`src/rtl/vga_timing_pkg.sv`:
```
// Shared timing constants and state encodings for the VGA timing controller.
// Latency: n/a (declarations only).
// Backpressure: n/a.
package vga_timing_pkg;

  // Default 640x480 @ 60 Hz timing, in pixels and lines.
  localparam int DEF_H_ACTIVE = 640;
  localparam int DEF_H_FP     = 16;
  localparam int DEF_H_SYNC   = 96;
  localparam int DEF_H_BP     = 48;
  localparam int DEF_V_ACTIVE = 480;
  localparam int DEF_V_FP     = 10;
  localparam int DEF_V_SYNC   = 2;
  localparam int DEF_V_BP     = 33;

  // Position counters cover totals up to 1024.
  localparam int CNT_W = 10;

  // Run-control states.
  typedef enum logic [1:0] {
    IDLE  = 2'd0,
    RUN   = 2'd1,
    DRAIN = 2'd2
  } run_state_t;

  // Segment of a line or frame the axis position currently sits in.
  typedef enum logic [1:0] {
    SEG_ACTIVE = 2'd0,
    SEG_FP     = 2'd1,
    SEG_SYNC   = 2'd2,
    SEG_BP     = 2'd3
  } seg_state_t;

endpackage

```
`src/rtl/vga_axis_counter.sv`:
```
// One timing axis: position counter, segment FSM and sync decode.
// Latency: pos/sync are registered and reflect the position after the same edge.
// Backpressure: none; advances only when step is high, holds otherwise.
module vga_axis_counter
  import vga_timing_pkg::*;
#(
  parameter int ACTIVE_LEN = DEF_H_ACTIVE,
  parameter int FP_LEN     = DEF_H_FP,
  parameter int SYNC_LEN   = DEF_H_SYNC,
  parameter int BP_LEN     = DEF_H_BP,
  parameter bit SYNC_POL   = 1'b0
) (
  input  logic             clk,
  input  logic             reset,
  input  logic             clear,
  input  logic             step,
  output logic [CNT_W-1:0] pos,
  output logic             at_last,
  output logic             active_nxt,
  output logic             sync
);

  localparam int TOTAL = ACTIVE_LEN + FP_LEN + SYNC_LEN + BP_LEN;
  localparam logic [CNT_W-1:0] LAST       = CNT_W'(TOTAL - 1);
  localparam logic [CNT_W-1:0] FP_START   = CNT_W'(ACTIVE_LEN);
  localparam logic [CNT_W-1:0] SYNC_START = CNT_W'(ACTIVE_LEN + FP_LEN);
  localparam logic [CNT_W-1:0] BP_START   = CNT_W'(ACTIVE_LEN + FP_LEN + SYNC_LEN);

  logic [CNT_W-1:0] pos_nxt;
  seg_state_t       seg;
  seg_state_t       seg_nxt;
  logic             sync_nxt;

  assign at_last = (pos == LAST);

  // Next position: clear forces 0, a step advances and wraps at the last position.
  always_comb begin
    pos_nxt = pos;
    if (clear) begin
      pos_nxt = '0;
    end else if (step) begin
      pos_nxt = at_last ? '0 : pos + CNT_W'(1);
    end
  end

  // Segment FSM steps when the next position lands on the following segment's start.
  always_comb begin
    seg_nxt = seg;
    if (clear) begin
      seg_nxt = SEG_ACTIVE;
    end else begin
      case (seg)
        SEG_ACTIVE: if (pos_nxt == FP_START)   seg_nxt = SEG_FP;
        SEG_FP:     if (pos_nxt == SYNC_START) seg_nxt = SEG_SYNC;
        SEG_SYNC:   if (pos_nxt == BP_START)   seg_nxt = SEG_BP;
        SEG_BP:     if (pos_nxt == '0)         seg_nxt = SEG_ACTIVE;
        default:                               seg_nxt = SEG_ACTIVE;
      endcase
    end
  end

  // Output decode from the next segment so registered outputs match the new position.
  always_comb begin
    active_nxt = (seg_nxt == SEG_ACTIVE);
    sync_nxt   = (seg_nxt == SEG_SYNC) ? SYNC_POL : ~SYNC_POL;
  end

  // State and output registers.
  always_ff @(posedge clk) begin
    if (reset) begin
      pos  <= '0;
      seg  <= SEG_ACTIVE;
      sync <= ~SYNC_POL;
    end else begin
      pos  <= pos_nxt;
      seg  <= seg_nxt;
      sync <= sync_nxt;
    end
  end

endmodule

```
`src/rtl/vga_timing_controller.sv`:
```
// VGA raster timing: h/v counters, syncs, video_on, line/frame pulses; VGA_FRAME_COUNT_EN adds frame_count.
// Latency: all outputs registered, aligned with the counters after the same edge; pulses follow the wrap edge.
// Backpressure: none; counters advance only on pix_tick and hold indefinitely without it.
module vga_timing_controller
  import vga_timing_pkg::*;
#(
  parameter int H_ACTIVE = DEF_H_ACTIVE,
  parameter int H_FP     = DEF_H_FP,
  parameter int H_SYNC   = DEF_H_SYNC,
  parameter int H_BP     = DEF_H_BP,
  parameter int V_ACTIVE = DEF_V_ACTIVE,
  parameter int V_FP     = DEF_V_FP,
  parameter int V_SYNC   = DEF_V_SYNC,
  parameter int V_BP     = DEF_V_BP,
  parameter bit SYNC_POL = 1'b0
) (
  input  logic             clk,
  input  logic             reset,
  input  logic             pix_tick,
  input  logic             enable,
  output logic             hsync,
  output logic             vsync,
  output logic             video_on,
  output logic [CNT_W-1:0] pixel_x,
  output logic [CNT_W-1:0] pixel_y,
  output logic             line_end,
  output logic             frame_end,
`ifdef VGA_FRAME_COUNT_EN
  output logic [15:0]      frame_count,
`endif
  output logic             busy
);

  run_state_t state;
  run_state_t state_nxt;

  logic running;
  logic clear;
  logic h_step;
  logic h_last;
  logic v_last;
  logic h_active_nxt;
  logic v_active_nxt;
  logic line_evt;
  logic frame_evt;
  logic video_on_nxt;
  logic busy_nxt;

  // Counters only move while running; IDLE pins both axes at 0.
  assign running   = (state != IDLE);
  assign clear     = (state == IDLE);
  assign h_step    = running & pix_tick;
  assign line_evt  = h_step & h_last;
  assign frame_evt = line_evt & v_last;

  vga_axis_counter #(
    .ACTIVE_LEN (H_ACTIVE),
    .FP_LEN     (H_FP),
    .SYNC_LEN   (H_SYNC),
    .BP_LEN     (H_BP),
    .SYNC_POL   (SYNC_POL)
  ) u_h_axis (
    .clk        (clk),
    .reset      (reset),
    .clear      (clear),
    .step       (h_step),
    .pos        (pixel_x),
    .at_last    (h_last),
    .active_nxt (h_active_nxt),
    .sync       (hsync)
  );

  vga_axis_counter #(
    .ACTIVE_LEN (V_ACTIVE),
    .FP_LEN     (V_FP),
    .SYNC_LEN   (V_SYNC),
    .BP_LEN     (V_BP),
    .SYNC_POL   (SYNC_POL)
  ) u_v_axis (
    .clk        (clk),
    .reset      (reset),
    .clear      (clear),
    .step       (line_evt),
    .pos        (pixel_y),
    .at_last    (v_last),
    .active_nxt (v_active_nxt),
    .sync       (vsync)
  );

  // Run FSM state register.
  always_ff @(posedge clk) begin
    if (reset) begin
      state <= IDLE;
    end else begin
      state <= state_nxt;
    end
  end

  // Run FSM transitions; a re-enable in DRAIN wins over the frame-end stop.
  always_comb begin
    state_nxt = state;
    case (state)
      IDLE:    if (enable)         state_nxt = RUN;
      RUN:     if (!enable)        state_nxt = DRAIN;
      DRAIN: begin
        if (enable)                state_nxt = RUN;
        else if (frame_evt)        state_nxt = IDLE;
      end
      default:                     state_nxt = IDLE;
    endcase
  end

  // Run FSM output decode against the post-edge state and positions.
  always_comb begin
    busy_nxt     = (state_nxt != IDLE);
    video_on_nxt = busy_nxt & h_active_nxt & v_active_nxt;
  end

  // Registered status outputs; line/frame pulses mark the edge that wrapped the counters.
  always_ff @(posedge clk) begin
    if (reset) begin
      video_on  <= 1'b0;
      line_end  <= 1'b0;
      frame_end <= 1'b0;
      busy      <= 1'b0;
    end else begin
      video_on  <= video_on_nxt;
      line_end  <= line_evt;
      frame_end <= frame_evt;
      busy      <= busy_nxt;
    end
  end

`ifdef VGA_FRAME_COUNT_EN
  // Completed-frame counter; wraps naturally at 16 bits and holds through IDLE.
  always_ff @(posedge clk) begin
    if (reset) begin
      frame_count <= '0;
    end else if (frame_evt) begin
      frame_count <= frame_count + 16'd1;
    end
  end
`else
  // Frame counting not built in this configuration.
`endif

endmodule

```
`config.mk`:
```
export PLATFORM = sky130hd
export DESIGN_NAME = vga_timing_controller
export DESIGN_NICKNAME = d
export VERILOG_FILES = /design/src/rtl/vga_timing_pkg.sv /design/src/rtl/vga_axis_counter.sv /design/src/rtl/vga_timing_controller.sv
export SDC_FILE = /design/constraint.sdc
export NUM_CORES = 1
export LEC_CHECK = 0
export CAP_MARGIN = 20
export CORE_MARGIN = 2
export CORE_UTILIZATION = 43
export CTS_BUF_LIST = sky130_fd_sc_hd__clkbuf_16
export CTS_CLUSTER_SIZE = 10
export DETAILED_ROUTE_END_ITERATION = 7
export GPL_ROUTABILITY_DRIVEN = 0
export PLACE_DENSITY_LB_ADDON = 0.1
export SETUP_SLACK_MARGIN = 0.5
export SLEW_MARGIN = 15
export SYNTH_ARGS = -nofsm -noshare
export SYNTH_HDL_FRONTEND = slang
export SYNTH_HIERARCHICAL = 1
export SYNTH_SLANG_ARGS = --single-unit
```
`constraint.sdc`:
```
create_clock -name clk -period 5.6 [get_ports clk]
set_input_delay 0.84 -clock clk [delete_from_list [all_inputs] [get_ports clk]]
set_output_delay 0.84 -clock clk [all_outputs]
set_load 0.05 [all_outputs]
```
==> metrics.csv, run 1 <==
stage,metric,value,unit
power_and_ir_drop,cellPowerDensity,229,mW/mm²
clock_tree,clk_latency,280,ps
critical_path,crit_family,simple AND/OR/NAND/NOR gates,
sta,drv_slew,0,
sta,clock_skew,4.05,ps
clock_tree,clkTransAtPathRegs,60,ps
sta,period_minus_slack,3820,ps
layout,drive_gt1_share,9.77,%
critical_path,path_class,in2reg,
critical_path,crit_path_max_fanout,11,
hold_path,worst_hold_path_type,reg2reg,
floorplan,dieHeight,73.4,µm
synthesis,syn-instance-count,243,
layout,multiInputGateArea,0.00128,mm²
clock_tree,numCtsBuffers,5,
placement,dp_hpwl,3.30,mm
layout,fin_nets,272,
floorplan,row_count,25,
global_route,grt_start_max_net_pins,16,
placement,portBuffers,29,
sta,hold_viol,0,
clock_tree,clock_path_buffers,2,
layout,ff_latch_area,641,µm²
synthesis,syn_area,0.00207,mm²
synthesis,synth_area_leaders,"dfxtp_1, nor2_1, xnor2_1",
global_route,grt_use_total,18.7,%
floorplan,die_area,0.00538,mm²
drt,drt_iter0_markers,131,
synthesis,yosysUniqueCellTypes,66,
layout,syn2layout_area_growth,20.6,%
drt,ant_nets,0,
drt,viasPerCell,5.68,
floorplan,start_util,44.1,%
layout,final_cell_mix,"dfxtp_1, nor2_1, clkdlybuf4s50_1, nor3_1, inv_1",
floorplan,fp.dieW,73.4,µm
synthesis,ys_async_sr_fraction,0,%
critical_path,end_kind,flip-flop,
synthesis,yosys.area.top_type_share,31.0,%
critical_path,cp-start-kind,input pin,
drt,firstDrtPassIters,4,
drt,routedWlPerCell,14.6,µm
critical_path,critPathArrivalTime,3970,ps
clock_tree,postCtsSetupBuffers,0,
clock_tree,ctsHoldBuffers,0,
layout,antenna_cells,0,
synthesis,synth_warnings,6,
layout,layout_commonest_cell,dfxtp_1,
synthesis,ys_seq_elements,32,
floorplan,core,0.00469,mm²
sta,post-route-period-util,68.2,%
power_and_ir_drop,vdd_ir_drop_max,0.000142,V
global_route,grt_overflow,0,
critical_path,crit_chain,clkdlybuf4s50_1 > nor2b_1 > nand3_1 > nor3_1 > xor2_1 > a41oi_1 > o31ai_1 > or4b_1,
layout,fin_area,0.00249,mm²
global_route,grt_pass1_vias,1651,
sta,rsz0062_at_grt,no,
synthesis,syn-num-nets,250,
clock_tree,cts_num_sinks,32,
drt,vias,1816,
clock_tree,cts_tree,built,
critical_path,slowest_stage,nor2b_1,
synthesis,synth_edf_count,0,
clock_tree,post_cts_resized,0,
critical_path,worstPathRequired,5750,ps
layout,fillers,451,
critical_path,cp.buffers_inverters,1,
sta,max_freq,262,MHz
clock_tree,cts-root-buf,clkbuf_16,
global_route,antenna_found_initial,0,
power_and_ir_drop,p_leak,0.822,nW
drt,drc_errors,0,
synthesis,synth_top_area_cell,dfxtp_1,
sta,tightestPinTransition,871,ps
synthesis,synthFlopType,dfxtp_1,
synthesis,syn_area_per_cell,8.52,µm²
sta,tns,0,ps
sta,slew_headroom,41.7,%
flow_run,maxCapViolCount,0,
global_route,grt_pass1_wl,7.86,mm
floorplan,ios,30,
critical_path,slowest_delay,550,ps
drt,drt-total-wl,4.68,mm
sta,setup_viol,0,
clock_tree,h-tree-depth,2,
status,run_status,"complete, no violations",
synthesis,ys_seq_area_share,31.0,%
placement,placed_area,0.00233,mm²
## worst reg2reg max path, stage by stage (launching register included)
cell	delay [ps]
dfxtp_1	550
and4b_1	310
nand2_1	80
nor2_1	150
nand2_1	100
nor2_1	670
nand2_1	270
nor4_1	550
nor4_1	120
a41oi_1	360
nor3b_1	100
o31a_1	280
nand2_1	70
nor3_1	40
## state kept, by name, indices dropped and copies added, names as in the netlist, 2 cells and up
signal and cells:
state 2, u_h_axis/pos 10, u_v_axis/seg 2, u_h_axis/seg 2, u_v_axis/pos 10
## area by class of cell
| cell class | count | share of cell area [%] |
|---|---|---|
| repair buffers | 29 | 11.6 |
| clock buffers | 5 | 5.02 |
| flip-flops and latches | 32 | 25.7 |
| multi-input cells | 183 | 51.2 |
| clock inverters | 3 | 1.71 |
| well taps | 54 | 2.71 |
| inverters | 14 | 2.11 |
## stage by stage
step	util (%)	hold slack (ps)	setup slack [ps]	power, mW	instances
CTS	53.2	516	1880	0.576	320
detailed placement	49.6	504	1600	0.264	312
global placement	49.6	489	1630	0.264	312
floorplan	-	459	2510	0.256	243
global route	53.2	559	1460	0.588	320
finish	53.2	510	1780	0.570	320
## where the power goes
| part | internal (mW) | switching [mW] | total [mW] |
|---|---|---|---|
| Sequential | 0.230 | 0.00135 | 0.231 |
| Combinational | 0.0100 | 0.0182 | 0.0282 |
| Clock | 0.209 | 0.102 | 0.311 |
## cells in the mapped netlist, types with 3 or more instances
library cell and n:
a21oi_1 3, a41oi_1 3, and2_1 5, and3_1 3, buf_4 4, buf_6 4
clkbuf_1 3, dfxtp_1 32, ha_1 3, inv_1 13, mux2i_1 4, nand2_1 12
nand2b_1 3, nand3_1 8, nand4_1 6, nor2_1 31, nor2b_1 8, nor3_1 15
nor4_1 6, o211a_1 3, o211ai_1 3, o21a_1 3, o31a_1 3, xnor2_1 9
xor2_1 4
## cells by family after synthesis
family / share of synthesized area (%)
mux: 1.93
compound gates: 18.3
fa+ha+maj: 2.36
simple gates: 32.8
flops: 31.0
buf+inv: 7.38
xor+xnor: 6.29
## path summary, 6_finish.rpt
check                  start             to  slack [ps]  cells after the start
max                 pix_tick  u_h_axis/sync        1780                      8
min                 state[1]       state[0]         510                      1
max reg2reg  u_h_axis/pos[4]       video_on        1810                     13
min reg2reg         state[1]       state[0]         510                      1
## metal layers
metal  track usage (%)  share of wire, %
met1              26.9                53
met2              26.7                41
met3              4.53               5.3
met4              7.27              0.85
met5                 0                 0
Note: power is estimated with default switching activity, not from simulation.
==> run 2: changes to the inputs <==
==> constraint.sdc (replaced) <==
create_clock -name clk -period 3.95 [get_ports clk]
set_input_delay 0.5925 -clock clk [delete_from_list [all_inputs] [get_ports clk]]
set_output_delay 0.5925 -clock clk [all_outputs]
set_load 0.05 [all_outputs]
==> run 2 against run 1 <==
  * Core utilization increased by 0.32 points
  * First-iteration DRC count increased by 8.4%
  * Global-route usage about the same
  * Largest power group unchanged
  * Clock skew is 2.1 ps higher
  * Largest cell class unchanged
  * Register-to-register slack got worse by 1000 ps
  * Total power grew 30%
  * Non-clock buffer count rose by 4
  * Clock power grew 20%
  * Critical path depth grew 1
  * Critical path type unchanged
  * Sequential power is 42% higher
==> metrics.csv, run 2 (same netlist as run 1, synthesis figures left out) <==
stage,metric,value,unit,change
power_and_ir_drop,cellPowerDensity,296,mW/mm²,+30%
drt,dr_wl_met3,304,µm,+24%
floorplan,row_count,25,,unchanged
clock_tree,numCtsBuffers,5,,unchanged
layout,final_cell_mix,"dfxtp_1, nor2_1, clkdlybuf4s50_1, nor3_1, inv_1",,
critical_path,worstPathRequired,4100,ps,-1650 ps
clock_tree,cts-root-buf,clkbuf_16,,
drt,vias,1888,,+4.0%
status,run_status,"complete, no violations",,
sta,post-route-period-util,80.6,%,
sta,rsz0062_at_grt,no,,
sta,hold_viol,0,,unchanged
floorplan,die_area,0.00538,mm²,unchanged
sta,slew_headroom,61.8,%,+20 points
sta,tns,0,ps,unchanged
drt,drt-total-wl,4.81,mm,+2.8%
sta,tightestPinTransition,567,ps,-304 ps
placement,placed_area,0.00236,mm²,+1.3%
drt,firstDrtPassIters,4,,unchanged
critical_path,r2r_cells,13,,unchanged
floorplan,start_util,44.1,%,unchanged
critical_path,critPathArrivalTime,3330,ps,-640 ps
power_and_ir_drop,finalPower,743,µW,+30%
sta,drv_slew,0,,unchanged
placement,dpl.cell_count,316,,+1.3%
critical_path,path_class,in2reg,,
clock_tree,clkTransAtPathRegs,50,ps,about the same
power_and_ir_drop,p_leak,0.837,nW,+1.8%
drt,dr_wl_met2,2.04,mm,+5.6%
sta,period_minus_slack,3190,ps,
global_route,grt_use_total,18.7,%,+0.030 points
floorplan,core,0.00469,mm²,unchanged
drt,drt_iter0_markers,142,,+8.4%
critical_path,cp-start-kind,input pin,,
drt,viasPerCell,5.83,,+2.7%
critical_path,end_kind,flip-flop,,
global_route,antenna_found_initial,0,,unchanged
drt,met1_length,2.45,mm,-0.41%
critical_path,startpoint,pix_tick,,
critical_path,rr_endpoint,video_on,,
layout,syn2layout_area_growth,21.3,%,
sta,worst_hold_slack,510,ps,-0.584 ps
layout,ff_latch_area,642,µm²,+0.20%
placement,dp_hpwl,3.46,mm,+4.7%
sta,setup_viol,0,,unchanged
global_route,grt_overflow,0,,unchanged
flow_run,maxCapViolCount,0,,unchanged
global_route,grt_pass1_vias,1621,,-1.8%
clock_tree,h-tree-depth,2,,unchanged
drt,ant_nets,0,,unchanged
global_route,grt_pass1_wl,7.88,mm,+0.25%
layout,fillers,465,,+3.1%
layout,antenna_cells,0,,unchanged
clock_tree,clk_latency,280,ps,about the same
layout,fin_nets,276,,+1.5%
layout,layout_commonest_cell,dfxtp_1,,
critical_path,crit_end,u_h_axis/sync,,
sta,clock_skew,6.14,ps,+2.09 ps
floorplan,fp.dieW,73.4,µm,unchanged
floorplan,dieHeight,73.4,µm,unchanged
layout,drive_gt1_share,11.9,%,+2.1 points
layout,fin_area,0.00251,mm²,+0.60%
global_route,grt_start_max_net_pins,15,,-1
hold_path,worst_hold_path_type,reg2reg,,
layout,reg.largest.list,"u_h_axis/pos x10, u_v_axis/pos x10",,
floorplan,ios,30,,unchanged
clock_tree,cts_tree,built,,
placement,pre_cts_ws,541,ps,-1060 ps
clock_tree,postCtsSetupBuffers,0,,unchanged
critical_path,r2r-start,u_h_axis/pos[7],,
clock_tree,clock_path_buffers,2,,unchanged
layout,fin_cells,324,,+1.3%
layout,multiInputGateArea,0.00128,mm²,+0.59%
sta,setup_slack,765,ps,-1010 ps
critical_path,r2r_slack,800,ps,-1010 ps
drt,topRoutingLayerUsed,met4,,
drt,drc_errors,0,,unchanged
clock_tree,cts_num_sinks,32,,unchanged
critical_path,crit_path_max_fanout,11,,unchanged
layout,post-route-util,53.5,%,+0.32 points
drt,routedWlPerCell,14.9,µm,+1.6%
clock_tree,ctsHoldBuffers,0,,unchanged
sta,max_freq,314,MHz,
placement,portBuffers,29,,unchanged
power_and_ir_drop,vdd_ir_drop_max,0.000171,V,+20%
==> run 2: report_power, final <==
group,internal (mW),switching [mW]
registers,0.326,0.00206
clock network,0.232,0.141
logic,0.0158,0.0270
==> run 2: layer usage <==
layer	vias to the layer above	GRT usage (%)
li1	943	-
met2	65	27.2
met1	878	28.0
met4	0	3.64
met5	-	0
met3	2	4.53
==> run 2: final cells by class <==
| type | instances | share of cell area [%] |
|---|---|---|
| clock inverters | 3 | 0.748 |
| clock buffers | 5 | 4.99 |
| flip-flops and latches | 32 | 25.6 |
| inverters | 14 | 2.09 |
| repair buffers | 33 | 12.8 |
| well taps | 54 | 2.69 |
| multi-input cells | 183 | 51.1 |
==> run 2: worst min path at each step <==
stage	from	end	slack, ps	depth (start not counted)
3_5_place_dp	state[1]	state[0]	500	1
3_3_place_gp	state[1]	state[0]	490	1
5_1_grt	state[1]	state[0]	540	1
4_1_cts	state[1]	state[0]	510	1
6_report	state[1]	state[0]	510	1
2_1_floorplan	state[1]	state[0]	460	1
==> run 2: worst max-delay path, stage by stage <==
cell and delay, ps:
clkdlybuf4s50_1 510, nor2b_1 150, buf_4 180, nand3_1 310
o21a_1 310, nor4_1 370, a311oi_1 170, o31ai_1 280
or4b_1 450
==> run 2: timing repair <==
action | 4_1_cts | 5_1_grt
resized for setup | 0 | 3
endpoints found under the setup margin | 0 | 2
endpoints found under the hold margin | 0 | 0
==> patch 1: new RTL, config.mk and constraints of run 2 <==
`SYNC_POL` is set to 1'b0 in 2 places; all go to 1'b1.
--- a/src/rtl/vga_axis_counter.sv
+++ b/src/rtl/vga_axis_counter.sv
@@ -10,3 +10,3 @@
   parameter int BP_LEN     = DEF_H_BP,
-  parameter bit SYNC_POL   = 1'b0
+  parameter bit SYNC_POL   = 1'b1
 ) (
--- a/src/rtl/vga_timing_controller.sv
+++ b/src/rtl/vga_timing_controller.sv
@@ -14,3 +14,3 @@
   parameter int V_BP     = DEF_V_BP,
-  parameter bit SYNC_POL = 1'b0
+  parameter bit SYNC_POL = 1'b1
 ) (
Function: changed (a bounded check fails within 4 cycles, from zero or initial values and one cycle with reset high).
==> patch 1 against run 2 <==
Total power up 8.0%; count of clock-buffer cells in the layout unchanged; routed wire length is 2.1% lower; via count fell by 3.1%; global-route usage down 0.73 points; setup slack improved by 0.0066 ns; sequential share of layout area shrank 1.0 points; sequential cell count unchanged; design area is 4.3% higher; area after synthesis grew 4.4%; critical path type unchanged; largest cell class unchanged; highest routed layer unchanged.
==> patch 1: results <==
metrics = {
    "outcome": {
        "status": "finished, final reports clean",
    },
    "global_route": {
        "grt_pass1_wl_um": 7830,
        "antenna_found_initial": 0,
        "grt_max_degree": 15,
        "first_global_vias": 1675,
        "track_usage_pct": 18.0,
    },
    "clocking": {
        "cts.clk_slew.worst_paths_ns": 0.05,
        "clk_path_buf_depth": 2,
        "root_buffer": "clkbuf_16",
        "cts_buffers": 5,
        "clk_latency_ns": 0.28,
        "htree_levels": 2,
    },
    "sta": {
        "slew_headroom_pct": 59.8,
        "finClkSkew_ns": 0.00405,
    },
    "final_layout": {
        "top_regs": "u_h_axis/pos (10), u_v_axis/pos (10)",
        "antennaDiodeCount": 0,
        "nets": 283,
        "layout-drive-gt1-share_pct": 16.6,
    },
    "detailed_routing": {
        "vias": 1829,
        "drt_iter0_drc": 126,
        "dr.pass1.iters": 4,
        "wl_per_cell_um": 13.7,
    },
    "placement": {
        "post-place-ws_ns": 0.486,
        "numPortBuffers": 29,
        "dp_hpwl_um": 3330,
    },
    "worst_hold_path": {
        "holdCritPathClass": "reg2reg",
    },
    "critical_path": {
        "cp.arrival_ns": 3.37,
        "worst_path_largest_cell_delay_ns": 0.50,
        "slowest_stage": "clkdlybuf4s50_1",
        "crit_family": "simple AND/OR/NAND/NOR gates",
        "cp_max_fo": 8,
    },
    "synthesis": {
        "synth_nets": 259,
        "synth_common_cells": "32 x dfxtp_1, 30 x nor2_1, 20 x nand2_1",
        "synth_compound_area_share_pct": 16.9,
        "yosys.area_share.adder_pct": 1.74,
        "synthTopCellsByArea": "dfxtp_1 30%, nor2_1 5.2%, xor2_1 4.1%",
        "synth_xor_area_share_pct": 8.80,
        "yosysWarningCount": 6,
        "synth_cell_types": 72,
        "synthMuxAreaShare_pct": 1.45,
        "async_flop_share_pct": 0,
        "ys_seq_area_share_pct": 29.6,
    },
    "power_and_ir_drop": {
        "cellLeakagePower_nw": 0.922,
        "ir_worst_vdd_v": 0.000192,
    },
}
-- patch 1: final cells by class --
class	count	area (um^2)
clock inverters	3	37.5
inverters	7	26.3
well taps	67	83.8
flip-flops and latches	32	643
multi-input cells	198	1390
repair buffers	32	313
fillers	457	2170
clock buffers	5	125
-- patch 1: final timing paths --
check,start,endpoint,slack (ns),cells past startpoint
worst max-delay path,pix_tick,video_on,0.77,12
worst min-delay path,state[1],state[0],0.50,1
worst max register to register,u_h_axis/pos[1],video_on,0.88,14
worst min register to register,state[1],state[0],0.50,1
-- patch 1: power breakdown --
group	switching (mW)	internal (mW)
Combinational	0.0267	0.0154
Sequential	0.00214	0.326
Clock	0.140	0.293
Total	0.169	0.634
-- patch 1: cell families (layout without fill, tap and decap cells) --
group	after synthesis	after routing
buffers and inverters	22	47
AND/OR/NAND/NOR	129	129
AO/OA/AOI/OAI	43	43
adder cells (fa/ha/maj)	3	3
XOR/XNOR	20	20
flip-flops	32	32
multiplexers	3	3
-- patch 1: what timing repair did --
| action | in CTS | in global routing |
|---|---|---|
| resized for setup | 1 | 5 |
| buffers inserted | 0 | 0 |
| hold buffers | 0 | 0 |
| endpoints found under the setup margin | 1 | 4 |
-- patch 1: layer usage --
layer  global-route usage, %  up-vias  share of wire, %
met1                    26.1      841                53
met2                    26.7       35                42
li1                        -      951                 -
met3                    3.75        2               4.3
met4                    5.36        0              0.53
met5                       0        -                 0
-- patch 1: through the flow --
step | hold slack [ns] | util (%) | instance area [um^2] | power [mW] | instances
6_report | 0.495 | 54.7 | 2620 | 0.803 | 344
3_3_place_gp | 0.489 | 51.0 | 2440 | 0.376 | 336
2_1_floorplan | 0.459 | - | 2160 | 0.361 | 252
5_1_grt | 0.506 | 54.7 | 2620 | 0.827 | 344
4_1_cts | 0.497 | 54.4 | 2600 | 0.814 | 344
3_5_place_dp | 0.485 | 51.0 | 2440 | 0.376 | 336
==> patch 2: new RTL, settings of run 2 <==
Made on the original files. Put a register stage on the output `pixel_y`. The value now appears one clock later. The other outputs are not delayed to match.
--- a/src/rtl/vga_timing_controller.sv
+++ b/src/rtl/vga_timing_controller.sv
@@ -32,2 +32,4 @@
 );
+
+  logic [CNT_W-1:0] pixel_y_d;
 
@@ -83,3 +85,3 @@
     .step       (line_evt),
-    .pos        (pixel_y),
+    .pos        (pixel_y_d),
     .at_last    (v_last),
@@ -146,2 +148,6 @@
 
+  always_ff @(posedge clk) begin
+    pixel_y <= pixel_y_d;
+  end
+
 endmodule
Check against the original RTL: no difference found for any inputs over 10 cycles, from zero or initial values and one cycle with reset high; that may be too few to reach the edited logic, so the function may still have changed.
==> patch 2 against run 2 <==
Critical path depth shrank 1; die area grew 8.8%; setup slack gained 0.11 ns; routed wire length grew 0.46%; fmax grew 3.4%; synthesized cell count grew 2.9%; clock power grew 4%; total power grew 16%; design area grew 8.5%; non-clock buffer count is the same; highest routed layer unchanged; area after synthesis grew 9.4%; count of clock-buffer cells in the layout is the same; sequential cell count grew 10.
==> patch 2: results <==
metrics = {
    "sta": {
        "slew_headroom_pct": 66.4,
        "finClkSkew_ns": 0.00542,
    },
    "critical_path": {
        "startpoint": "pix_tick",
        "endpoint": "u_h_axis/sync",
        "slowest_stage": "clkdlybuf4s50_1",
        "cp_max_fo": 11,
        "crit_family": "simple AND/OR/NAND/NOR gates",
        "r2r-start": "u_h_axis/pos[0]",
        "r2r_cells": 13,
        "worst_path_largest_cell_delay_ns": 0.52,
        "timing.rr.end": "video_on",
        "ff2ff_setup_slack_ns": 0.89,
        "cp.arrival_ns": 3.23,
    },
    "final_layout": {
        "seq_cells": 42,
        "antennaDiodeCount": 0,
        "multi_input_area_share_pct": 47.2,
        "layout-drive-gt1-share_pct": 10.8,
        "nClkBuffers": 5,
        "comb.multi_input.count": 182,
        "buf_share_pct": 11.8,
        "nets": 283,
        "fillers": 505,
        "nNonClkBuffers": 33,
        "clockNetworkAreaShare_pct": 5.24,
        "top_regs": "pixel_y (10), u_h_axis/pos (10), u_v_axis/pos (10)",
        "inv_count": 12,
        "final_util_pct": 53.3,
        "regArea_um2": 842,
    },
    "worst_hold_path": {
        "holdCritPathClass": "reg2reg",
        "hold-path-cell-count": 0,
    },
    "global_route": {
        "first_global_vias": 1657,
        "grt_max_degree": 14,
        "antenna_found_initial": 0,
        "track_usage_pct": 17.4,
        "grt_pass1_wl_um": 8240,
    },
    "placement": {
        "dp_hpwl_um": 3560,
        "placed_cell_area_mm2": 0.00257,
        "numPortBuffers": 29,
    },
    "synthesis": {
        "synth_nets": 257,
        "synth_flop_cell": "dfxtp_1",
        "async_flop_share_pct": 0,
        "synthTopCellsByArea": "dfxtp_1 37%, nor2_1 5.1%, xnor2_1 3.9%",
        "synth_common_cells": "42 x dfxtp_1, 31 x nor2_1, 15 x nor3_1",
        "yosysWarningCount": 6,
        "ys_seq_area_share_pct": 37.1,
        "synth_cell_types": 64,
    },
    "power_and_ir_drop": {
        "p_sw_mw": 0.186,
        "cellLeakagePower_nw": 0.915,
        "ir_worst_vdd_v": 0.000214,
    },
    "clocking": {
        "cts_setup_buffers": 0,
        "cts.clk_slew.worst_paths_ns": 0.06,
        "cts-resized-gates": 0,
        "htree_levels": 2,
        "clk_latency_ns": 0.28,
        "root_buffer": "clkbuf_16",
        "clk_path_buf_depth": 2,
    },
    "detailed_routing": {
        "drt_iter0_drc": 168,
        "finalWirelength_um": 4840,
        "via_per_inst": 5.38,
    },
    "outcome": {
        "status": "finished, final reports clean",
    },
}
patch 2: routing by layer:
layer  routed length, um  track usage, %  vias to the layer above
met1                2520            25.4                      859
met2                2120            25.3                       39
met3                 154            3.32                        2
met5                   0               0                        -
met4                  34            6.36                        0
li1                    -               -                      968
patch 2: cell families after synthesis:
group	after synthesis	synth area share [%]
muxes	4	1.77
DFF	42	37.1
buffers and inverters	26	6.41
and+or+nand+nor	116	30.5
AOI/OAI and AO/OA	43	15.9
xor gates and xnor gates	15	6.14
adders and majority gates	4	2.16
patch 2: through the flow:
step,total power [mW],cells,setup WS (ns),hold slack (ns)
2_1_floorplan,0.466,250,0.867,0.332
3_3_place_gp,0.480,339,0.566,0.382
3_5_place_dp,0.480,339,0.570,0.386
4_1_cts,0.875,347,0.699,0.391
5_1_grt,0.903,347,0.539,0.405
6_report,0.860,347,0.870,0.389
patch 2: power by group through the flow:
stage / clock network, mW / registers, mW / logic, mW
global placement: 0 / 0.438 / 0.0424
finish: 0.389 / 0.428 / 0.0426
CTS: 0.404 / 0.428 / 0.0424
global route: 0.429 / 0.428 / 0.0459
detailed placement: 0 / 0.438 / 0.0421
floorplan: 0 / 0.444 / 0.0221
patch 2: how the worst min path moves through the flow:
| stage | startpoint | end | slack (ns) |
|---|---|---|---|
| 6_report | u_v_axis/pos[9] | pixel_y[9] | 0.39 |
| 2_1_floorplan | u_v_axis/pos[2] | pixel_y[2] | 0.33 |
| 3_3_place_gp | u_v_axis/pos[9] | pixel_y[9] | 0.38 |
| 5_1_grt | u_v_axis/pos[9] | pixel_y[9] | 0.40 |
| 4_1_cts | u_v_axis/pos[9] | pixel_y[9] | 0.39 |
| 3_5_place_dp | u_v_axis/pos[9] | pixel_y[9] | 0.39 |
